## config.mk

```make
export PLATFORM = sky130hd
export DESIGN_NAME = sprite_blitter
export DESIGN_NICKNAME = d
export VERILOG_FILES = /design/src/rtl/sprite_blitter_pkg.sv /design/src/rtl/sprite_blitter_if.sv /design/src/rtl/sprite_blit_datapath.sv /design/src/rtl/sprite_blitter.sv
export SDC_FILE = /design/constraint.sdc
export NUM_CORES = 1
export LEC_CHECK = 0
export CORE_UTILIZATION = 51
export DETAILED_ROUTE_END_ITERATION = 16
export GPL_ROUTABILITY_DRIVEN = 0
export PLACE_DENSITY = 0.91
export SLEW_MARGIN = 20
export SYNTH_ARGS = -nofsm -noshare
export SYNTH_HDL_FRONTEND = slang
export SYNTH_SLANG_ARGS = --single-unit
```

## constraint.sdc

```tcl
create_clock -name clk -period 2.9 [get_ports clk]
set_input_delay 0.58 -clock clk [delete_from_list [all_inputs] [get_ports clk]]
set_output_delay 0.58 -clock clk [all_outputs]
set_load 0.01 [all_outputs]
```

## src/rtl/sprite_blitter_pkg.sv

```systemverilog
// rtl/sprite_blitter_pkg.sv - shared graphics draw-module definitions
package sprite_blitter_pkg;

    // Draw-module controller states shared by every graphics engine
    typedef enum logic [1:0] {
        IDLE  = 2'd0,
        RUN   = 2'd1,
        DRAIN = 2'd2,
        DONE  = 2'd3
    } draw_state_t;

    localparam int SCREEN_W_DEFAULT  = 320;
    localparam int SCREEN_H_DEFAULT  = 240;
    localparam int TRANSPARENT_COLOR = 0;

endpackage

```

## src/rtl/sprite_blitter_if.sv

```systemverilog
// rtl/sprite_blitter_if.sv - sprite memory read bus and VGA pixel write bus
interface sprite_blitter_if #(
    parameter int ADDR_W  = 15,
    parameter int COORD_W = 10,
    parameter int COLOR_W = 3
);
    logic               mem_rd;
    logic [ADDR_W-1:0]  mem_addr;
    logic [COLOR_W-1:0] mem_data;
    logic [COORD_W-1:0] x;
    logic [COORD_W-1:0] y;
    logic [COLOR_W-1:0] color;
    logic               write_en;

    modport master (
        output mem_rd, mem_addr, x, y, color, write_en,
        input  mem_data
    );

    modport slave (
        input  mem_rd, mem_addr, x, y, color, write_en,
        output mem_data
    );
endinterface

```

## src/rtl/sprite_blit_datapath.sv

```systemverilog
// rtl/sprite_blit_datapath.sv - scan counters, address arithmetic, pixel pipeline
module sprite_blit_datapath #(
    parameter int SPRITE_W    = 32,
    parameter int SPRITE_H    = 32,
    parameter int FRAME_W     = 5,
    parameter int ADDR_W      = 15,
    parameter int COORD_W     = 10,
    parameter int COLOR_W     = 3,
    parameter int SCREEN_W    = 320,
    parameter int SCREEN_H    = 240,
    parameter int TRANSPARENT = 0
) (
    input  logic               clk,
    input  logic               reset_n,
    input  logic               load,
    input  logic               run,
    input  logic [COORD_W-1:0] x_pos,
    input  logic [COORD_W-1:0] y_pos,
    input  logic [FRAME_W-1:0] frame_sel,
    input  logic               flip_x,
    input  logic               flip_y,
    output logic               last,
    sprite_blitter_if.master   bus
);
    localparam int CW = $clog2(SPRITE_W);
    localparam int RW = $clog2(SPRITE_H);

    logic [CW-1:0]      col_q, col_d;
    logic [RW-1:0]      row_q, row_d;
    logic [COORD_W-1:0] x_lat_q, x_lat_d, y_lat_q, y_lat_d;
    logic [FRAME_W-1:0] frame_q, frame_d;
    logic               flip_x_q, flip_x_d, flip_y_q, flip_y_d;
    logic               pix_valid_q, pix_valid_d;
    logic               in_bounds_q, in_bounds_d;
    logic [COORD_W-1:0] x_q, x_d, y_q, y_d;

    logic [CW-1:0]      scol;
    logic [RW-1:0]      srow;
    logic [COORD_W:0]   px_sum, py_sum;

    // One extra bit so off-screen pixels are clipped instead of wrapping
    assign px_sum = {1'b0, x_lat_q} + (COORD_W+1)'(col_q);
    assign py_sum = {1'b0, y_lat_q} + (COORD_W+1)'(row_q);
    assign scol   = flip_x_q ? (CW'(SPRITE_W - 1) - col_q) : col_q;
    assign srow   = flip_y_q ? (RW'(SPRITE_H - 1) - row_q) : row_q;
    assign last   = run && (col_q == CW'(SPRITE_W - 1)) && (row_q == RW'(SPRITE_H - 1));

    assign bus.mem_rd   = run;
    assign bus.mem_addr = run ? (ADDR_W'(frame_q) * ADDR_W'(SPRITE_W * SPRITE_H)
                                 + ADDR_W'(srow) * ADDR_W'(SPRITE_W)
                                 + ADDR_W'(scol)) : '0;

    // Pixel stage lines up with mem_data, which returns one cycle after the read
    assign bus.x        = x_q;
    assign bus.y        = y_q;
    assign bus.color    = pix_valid_q ? bus.mem_data : '0;
    assign bus.write_en = pix_valid_q && in_bounds_q && (bus.mem_data != COLOR_W'(TRANSPARENT));

    // Latch draw parameters on accept, step the row-major scan while running
    always_comb begin
        col_d       = col_q;
        row_d       = row_q;
        x_lat_d     = x_lat_q;
        y_lat_d     = y_lat_q;
        frame_d     = frame_q;
        flip_x_d    = flip_x_q;
        flip_y_d    = flip_y_q;
        pix_valid_d = run;
        in_bounds_d = (px_sum < (COORD_W+1)'(SCREEN_W)) && (py_sum < (COORD_W+1)'(SCREEN_H));
        x_d         = run ? px_sum[COORD_W-1:0] : x_q;
        y_d         = run ? py_sum[COORD_W-1:0] : y_q;
        if (load) begin
            col_d    = '0;
            row_d    = '0;
            x_lat_d  = x_pos;
            y_lat_d  = y_pos;
            frame_d  = frame_sel;
            flip_x_d = flip_x;
            flip_y_d = flip_y;
        end else if (run) begin
            if (col_q == CW'(SPRITE_W - 1)) begin
                col_d = '0;
                row_d = row_q + RW'(1);
            end else begin
                col_d = col_q + CW'(1);
            end
        end
    end

    // Datapath registers, cleared asynchronously so outputs drop at once on reset
    always_ff @(posedge clk or negedge reset_n) begin
        if (!reset_n) begin
            col_q       <= '0;
            row_q       <= '0;
            x_lat_q     <= '0;
            y_lat_q     <= '0;
            frame_q     <= '0;
            flip_x_q    <= 1'b0;
            flip_y_q    <= 1'b0;
            pix_valid_q <= 1'b0;
            in_bounds_q <= 1'b0;
            x_q         <= '0;
            y_q         <= '0;
        end else begin
            col_q       <= col_d;
            row_q       <= row_d;
            x_lat_q     <= x_lat_d;
            y_lat_q     <= y_lat_d;
            frame_q     <= frame_d;
            flip_x_q    <= flip_x_d;
            flip_y_q    <= flip_y_d;
            pix_valid_q <= pix_valid_d;
            in_bounds_q <= in_bounds_d;
            x_q         <= x_d;
            y_q         <= y_d;
        end
    end
endmodule

```

## src/rtl/sprite_blitter.sv

```systemverilog
// rtl/sprite_blitter.sv - sprite blitter top: controller FSM plus datapath
module sprite_blitter
    import sprite_blitter_pkg::*;
#(
    parameter int SPRITE_W    = 32,
    parameter int SPRITE_H    = 32,
    parameter int NUM_FRAMES  = 24,
    parameter int COORD_W     = 10,
    parameter int COLOR_W     = 3,
    parameter int SCREEN_W    = SCREEN_W_DEFAULT,
    parameter int SCREEN_H    = SCREEN_H_DEFAULT,
    parameter int TRANSPARENT = TRANSPARENT_COLOR,
    localparam int FRAME_W    = $clog2(NUM_FRAMES),
    localparam int ADDR_W     = $clog2(NUM_FRAMES * SPRITE_W * SPRITE_H)
) (
    input  logic               clk,
    input  logic               reset_n,
    input  logic               start,
    input  logic [COORD_W-1:0] x_pos,
    input  logic [COORD_W-1:0] y_pos,
    input  logic [FRAME_W-1:0] frame_sel,
    input  logic               flip_x,
    input  logic               flip_y,
    output logic               mem_rd,
    output logic [ADDR_W-1:0]  mem_addr,
    input  logic [COLOR_W-1:0] mem_data,
    output logic [COORD_W-1:0] x,
    output logic [COORD_W-1:0] y,
    output logic [COLOR_W-1:0] color,
    output logic               writeEn,
    output logic               busy,
    output logic               done,
    output logic               err
);
    draw_state_t state_q, state_d;
    logic        err_q, err_d;
    logic        accept, last, frame_ok;

    sprite_blitter_if #(.ADDR_W(ADDR_W), .COORD_W(COORD_W), .COLOR_W(COLOR_W)) pix_bus ();

    assign pix_bus.mem_data = mem_data;
    assign mem_rd   = pix_bus.mem_rd;
    assign mem_addr = pix_bus.mem_addr;
    assign x        = pix_bus.x;
    assign y        = pix_bus.y;
    assign color    = pix_bus.color;
    assign writeEn  = pix_bus.write_en;

    assign frame_ok = {1'b0, frame_sel} < (FRAME_W+1)'(NUM_FRAMES);
    assign busy     = (state_q == RUN) || (state_q == DRAIN);
    assign done     = (state_q == DONE);
    assign err      = err_q;

    // Next state: accept only valid requests in IDLE, flag out-of-range frames
    always_comb begin
        state_d = state_q;
        err_d   = 1'b0;
        accept  = 1'b0;
        case (state_q)
            IDLE: begin
                if (start) begin
                    if (frame_ok) begin
                        accept  = 1'b1;
                        state_d = RUN;
                    end else begin
                        err_d = 1'b1;
                    end
                end
            end
            RUN:     if (last) state_d = DRAIN;
            DRAIN:   state_d = DONE;
            DONE:    state_d = IDLE;
            default: state_d = IDLE;
        endcase
    end

    // Controller state register
    always_ff @(posedge clk or negedge reset_n) begin
        if (!reset_n) begin
            state_q <= IDLE;
            err_q   <= 1'b0;
        end else begin
            state_q <= state_d;
            err_q   <= err_d;
        end
    end

    sprite_blit_datapath #(
        .SPRITE_W   (SPRITE_W),
        .SPRITE_H   (SPRITE_H),
        .FRAME_W    (FRAME_W),
        .ADDR_W     (ADDR_W),
        .COORD_W    (COORD_W),
        .COLOR_W    (COLOR_W),
        .SCREEN_W   (SCREEN_W),
        .SCREEN_H   (SCREEN_H),
        .TRANSPARENT(TRANSPARENT)
    ) u_datapath (
        .clk      (clk),
        .reset_n  (reset_n),
        .load     (accept),
        .run      (state_q == RUN),
        .x_pos    (x_pos),
        .y_pos    (y_pos),
        .frame_sel(frame_sel),
        .flip_x   (flip_x),
        .flip_y   (flip_y),
        .last     (last),
        .bus      (pix_bus.master)
    );
endmodule

```

==> impl_metrics.env <==
export IMPL_status="finished, final reports clean"
export IMPL_drive_above_1_share_pct=14.9
export IMPL_vias_per_cell=5.65
export IMPL_crit_slowest_cell="clkdlybuf4s50_1"
export IMPL_rsz0062_at_grt="no"
export IMPL_synth_top_cell_area_share_pct=45.9
export IMPL_ir_drop_mv=0.605
export IMPL_ys_flop_type="dfrtp_1"
export IMPL_p_seq_share_pct=34.1
export IMPL_crit_chain="inv_1 > ha_2 > and2_1 > clkdlybuf4s50_1"
export IMPL_maxSlewViolCount=0
export IMPL_dr_pass1_iters=4
export IMPL_total_power_mw=4.71
export IMPL_maxCapViolCount=0
export IMPL_finalSetupViolations=0
export IMPL_grt_total_usage_pct=22.7
export IMPL_postLayoutCoreUtil_pct=68.9
export IMPL_yosys_area_top_type="dfrtp_1"
export IMPL_synth_area_sq_um=3380
export IMPL_grt_max_degree=63
export IMPL_cp_required_ps=2320
export IMPL_grt_antenna_before_repair=0
export IMPL_synth_warnings=0
export IMPL_maxSlewHeadroom_pct=48.0
export IMPL_hold_path_class="in2async"
export IMPL_p_sw_share_pct=37.1
export IMPL_critical_path_class="reg2out"
export IMPL_area_growth_pct=30.1
export IMPL_setup_tns_ps=0
export IMPL_grt_overflow_total=0
export IMPL_dp_hpwl_mm=5.18
export IMPL_ys_ff_latch=62
export IMPL_cts_root_buf="clkbuf_8"
export IMPL_cts_tree="done"
export IMPL_placementRows=29
export IMPL_crit_path_max_fanout=25
export IMPL_leakagePower_nw=1.93
export IMPL_fin_crit_sh_pct=92.3
export IMPL_portBuffers=75
export IMPL_r2r_start="u_datapath.row_q[0]"
export IMPL_p_int_mw=2.96
export IMPL_grt_pass1_wl_mm=12.6
export IMPL_r2r_end="u_datapath.in_bounds_q"
export IMPL_htree_levels=3
export IMPL_finalHoldViolCount=0
export IMPL_cts_hold_buf=0
export IMPL_vias=2667
export IMPL_cts_resized=0
export IMPL_cts_buffers=9
export IMPL_die_w_microns=83.4
export IMPL_ant_nets=0
export IMPL_synth_edf_count=0
export IMPL_start_kind="flop"
export IMPL_pwr_share_clk_pct=14.5
export IMPL_drt_total_wl_mm=7.27
export IMPL_worstPathArrival_ps=2100
export IMPL_clk_pin_slew_worst_paths_ps=60
export IMPL_synth_area_leaders="dfrtp_1 46%, mux2_2 10%, ha_1 6.7%"
export IMPL_start_util_pct=52.9
export IMPL_synth_nets=369
export IMPL_drc=0
export IMPL_nFillCells=486
export IMPL_fin_nets=445
export IMPL_ys_types=49
export IMPL_hold_ws_ps=395
export IMPL_placed_cells=458
export IMPL_n_antenna_cell=0
export IMPL_die_h_microns=83.4
export IMPL_postCtsSetupBuffers=0
export IMPL_max_freq_ghz=0.373
export IMPL_ys_seq_area_share_pct=45.9
export IMPL_slowest_delay_ps=530
export IMPL_cp_end_kind="output port"
export IMPL_syn_area_per_cell_sq_um=10.7
export IMPL_clock_latency_ps=340
export IMPL_switching_power_mw=1.75
export IMPL_combPwrFrac_pct=51.4
export IMPL_instances_no_fill=472
export IMPL_fin_skew_ps=6.60
export IMPL_reg2reg_depth=7
export IMPL_io_pins=76
export IMPL_fin_crit_ps=2680
export IMPL_grt_pass1_vias=2750
export IMPL_powerDensity_nw_per_um2=1070
export IMPL_async_flop_share_pct=100
export IMPL_wl_per_cell_microns=15.4
export IMPL_first_iter_violations=107
export IMPL_ff2ff_setup_slack_ps=440
export IMPL_clock_sinks=62
export IMPL_core_area_sq_um=6390
export IMPL_tightest_slew_ps=779
export IMPL_clockBufferDepth=2
export IMPL_dieArea_sq_um=6960
export IMPL_syn_inst=316
## power groups by stage
stage	clock network, mW	registers (mW)	logic (mW)
2_1_floorplan	0	1.56	1.49
3_3_place_gp	0	1.59	2.32
3_5_place_dp	0	1.62	2.41
4_1_cts	0.688	1.61	2.43
5_1_grt	0.724	1.66	2.66
6_report	0.680	1.61	2.42
## worst max-delay path by stage
stage | from | end | slack (ps) | cells past startpoint
2_1_floorplan | u_datapath.row_q[0] | u_datapath.in_bounds_q | 820 | 7
3_3_place_gp | mem_data[1] | writeEn | 510 | 3
3_5_place_dp | mem_data[1] | writeEn | 500 | 3
4_1_cts | state_q[1] | mem_addr[1] | 190 | 4
5_1_grt | state_q[1] | mem_addr[1] | 70 | 4
6_report | state_q[1] | mem_addr[8] | 220 | 4
## final cells by class
| cell class | count | area, sq um | area share [%] |
|---|---|---|---|
| clock buffers | 13 | 169 | 3.84 |
| clock inverters | 1 | 5.00 | 0.114 |
| inverters | 9 | 33.8 | 0.768 |
| multi-input cells | 231 | 1750 | 39.9 |
| flip-flops and latches | 62 | 1550 | 35.3 |
| well taps | 77 | 96.3 | 2.19 |
| repair buffers | 79 | 788 | 17.9 |
## layout by cell type, fill, tap and decap left out, types with 3 or more instances in the layout
master           Yosys  final
nand2_1             15     15
mux2_2              31     31
buf_4                0      3
clkdlybuf4s50_1      0     74
a21oi_1             18     17
clkbuf_8             0     12
nor3_1               5      5
xnor2_1             12     12
o21ai_0              9      9
ha_1                18     17
inv_1                9      9
a211oi_1             3      3
nor2_1              32     32
mux2i_1              4      4
nand3_1              6      6
xor2_1              14     14
a21o_1               3      3
a31oi_1              3      3
dfrtp_1             62     62
and2_1              18     18
o21ai_1              3      3
and3_1               6      6
## flip-flops by register name (all words and copies together) (netlist names)
register	count
u_datapath.flip_y_q	1
u_datapath.in_bounds_q	1
u_datapath.flip_x_q	1
u_datapath.row_q	5
u_datapath.bus.x	10
err	1
u_datapath.pix_valid_q	1
u_datapath.x_lat_q	10
u_datapath.frame_q	5
u_datapath.bus.y	10
u_datapath.y_lat_q	10
u_datapath.col_q	5
state_q	2
## synthesized netlist by cell type, drive strengths merged, types with 2 or more instances
cell type,instances
inv,9
buf,4
clkbuf,10
xor2,14
fa,2
a211oi,4
and2,18
nand3,6
mux2i,4
nand2b,2
a22oi,2
xnor2,12
a31oi,3
ha,18
and3,6
o21ai,12
nand4b,2
nand2,15
a21oi,19
nor3,5
mux2,31
dfrtp,62
a21o,3
o21a,2
nor2,32
## critical path, delay by kind of cell (launching register included)
family        cells  cell delay, ps
buf+inv           2             640
fa+ha+maj         1             490
flops             1             400
simple gates      1             220
## cell families after synthesis
family,count (synthesis),share of synthesized area (%)
simple gates,94,14.2
flops,62,45.9
compound gates,56,11.1
mux,35,11.5
xor+xnor,26,6.74
buf+inv,23,2.63
fa+ha+maj,20,7.85
## through the flow
| step | worst slack [ps] | cell area [sq um] |
|---|---|---|
| 3_3_place_gp | 514 | 4220 |
| 2_1_floorplan | 816 | 3380 |
| 5_1_grt | 73.3 | 4400 |
| 6_report | 222 | 4400 |
| 3_5_place_dp | 496 | 4220 |
| 4_1_cts | 193 | 4400 |
## per-layer routing
layer  wire, microns  vias to the layer above  global-route usage [%]
li1                -                     1259                       -
met1            3040                     1312                    26.8
met2            3740                       79                    40.7
met3             348                       17                    4.37
met4             140                        0                    8.78
met5               0                        -                       0
No activity file was read; power rests on OpenSTA's default activity.
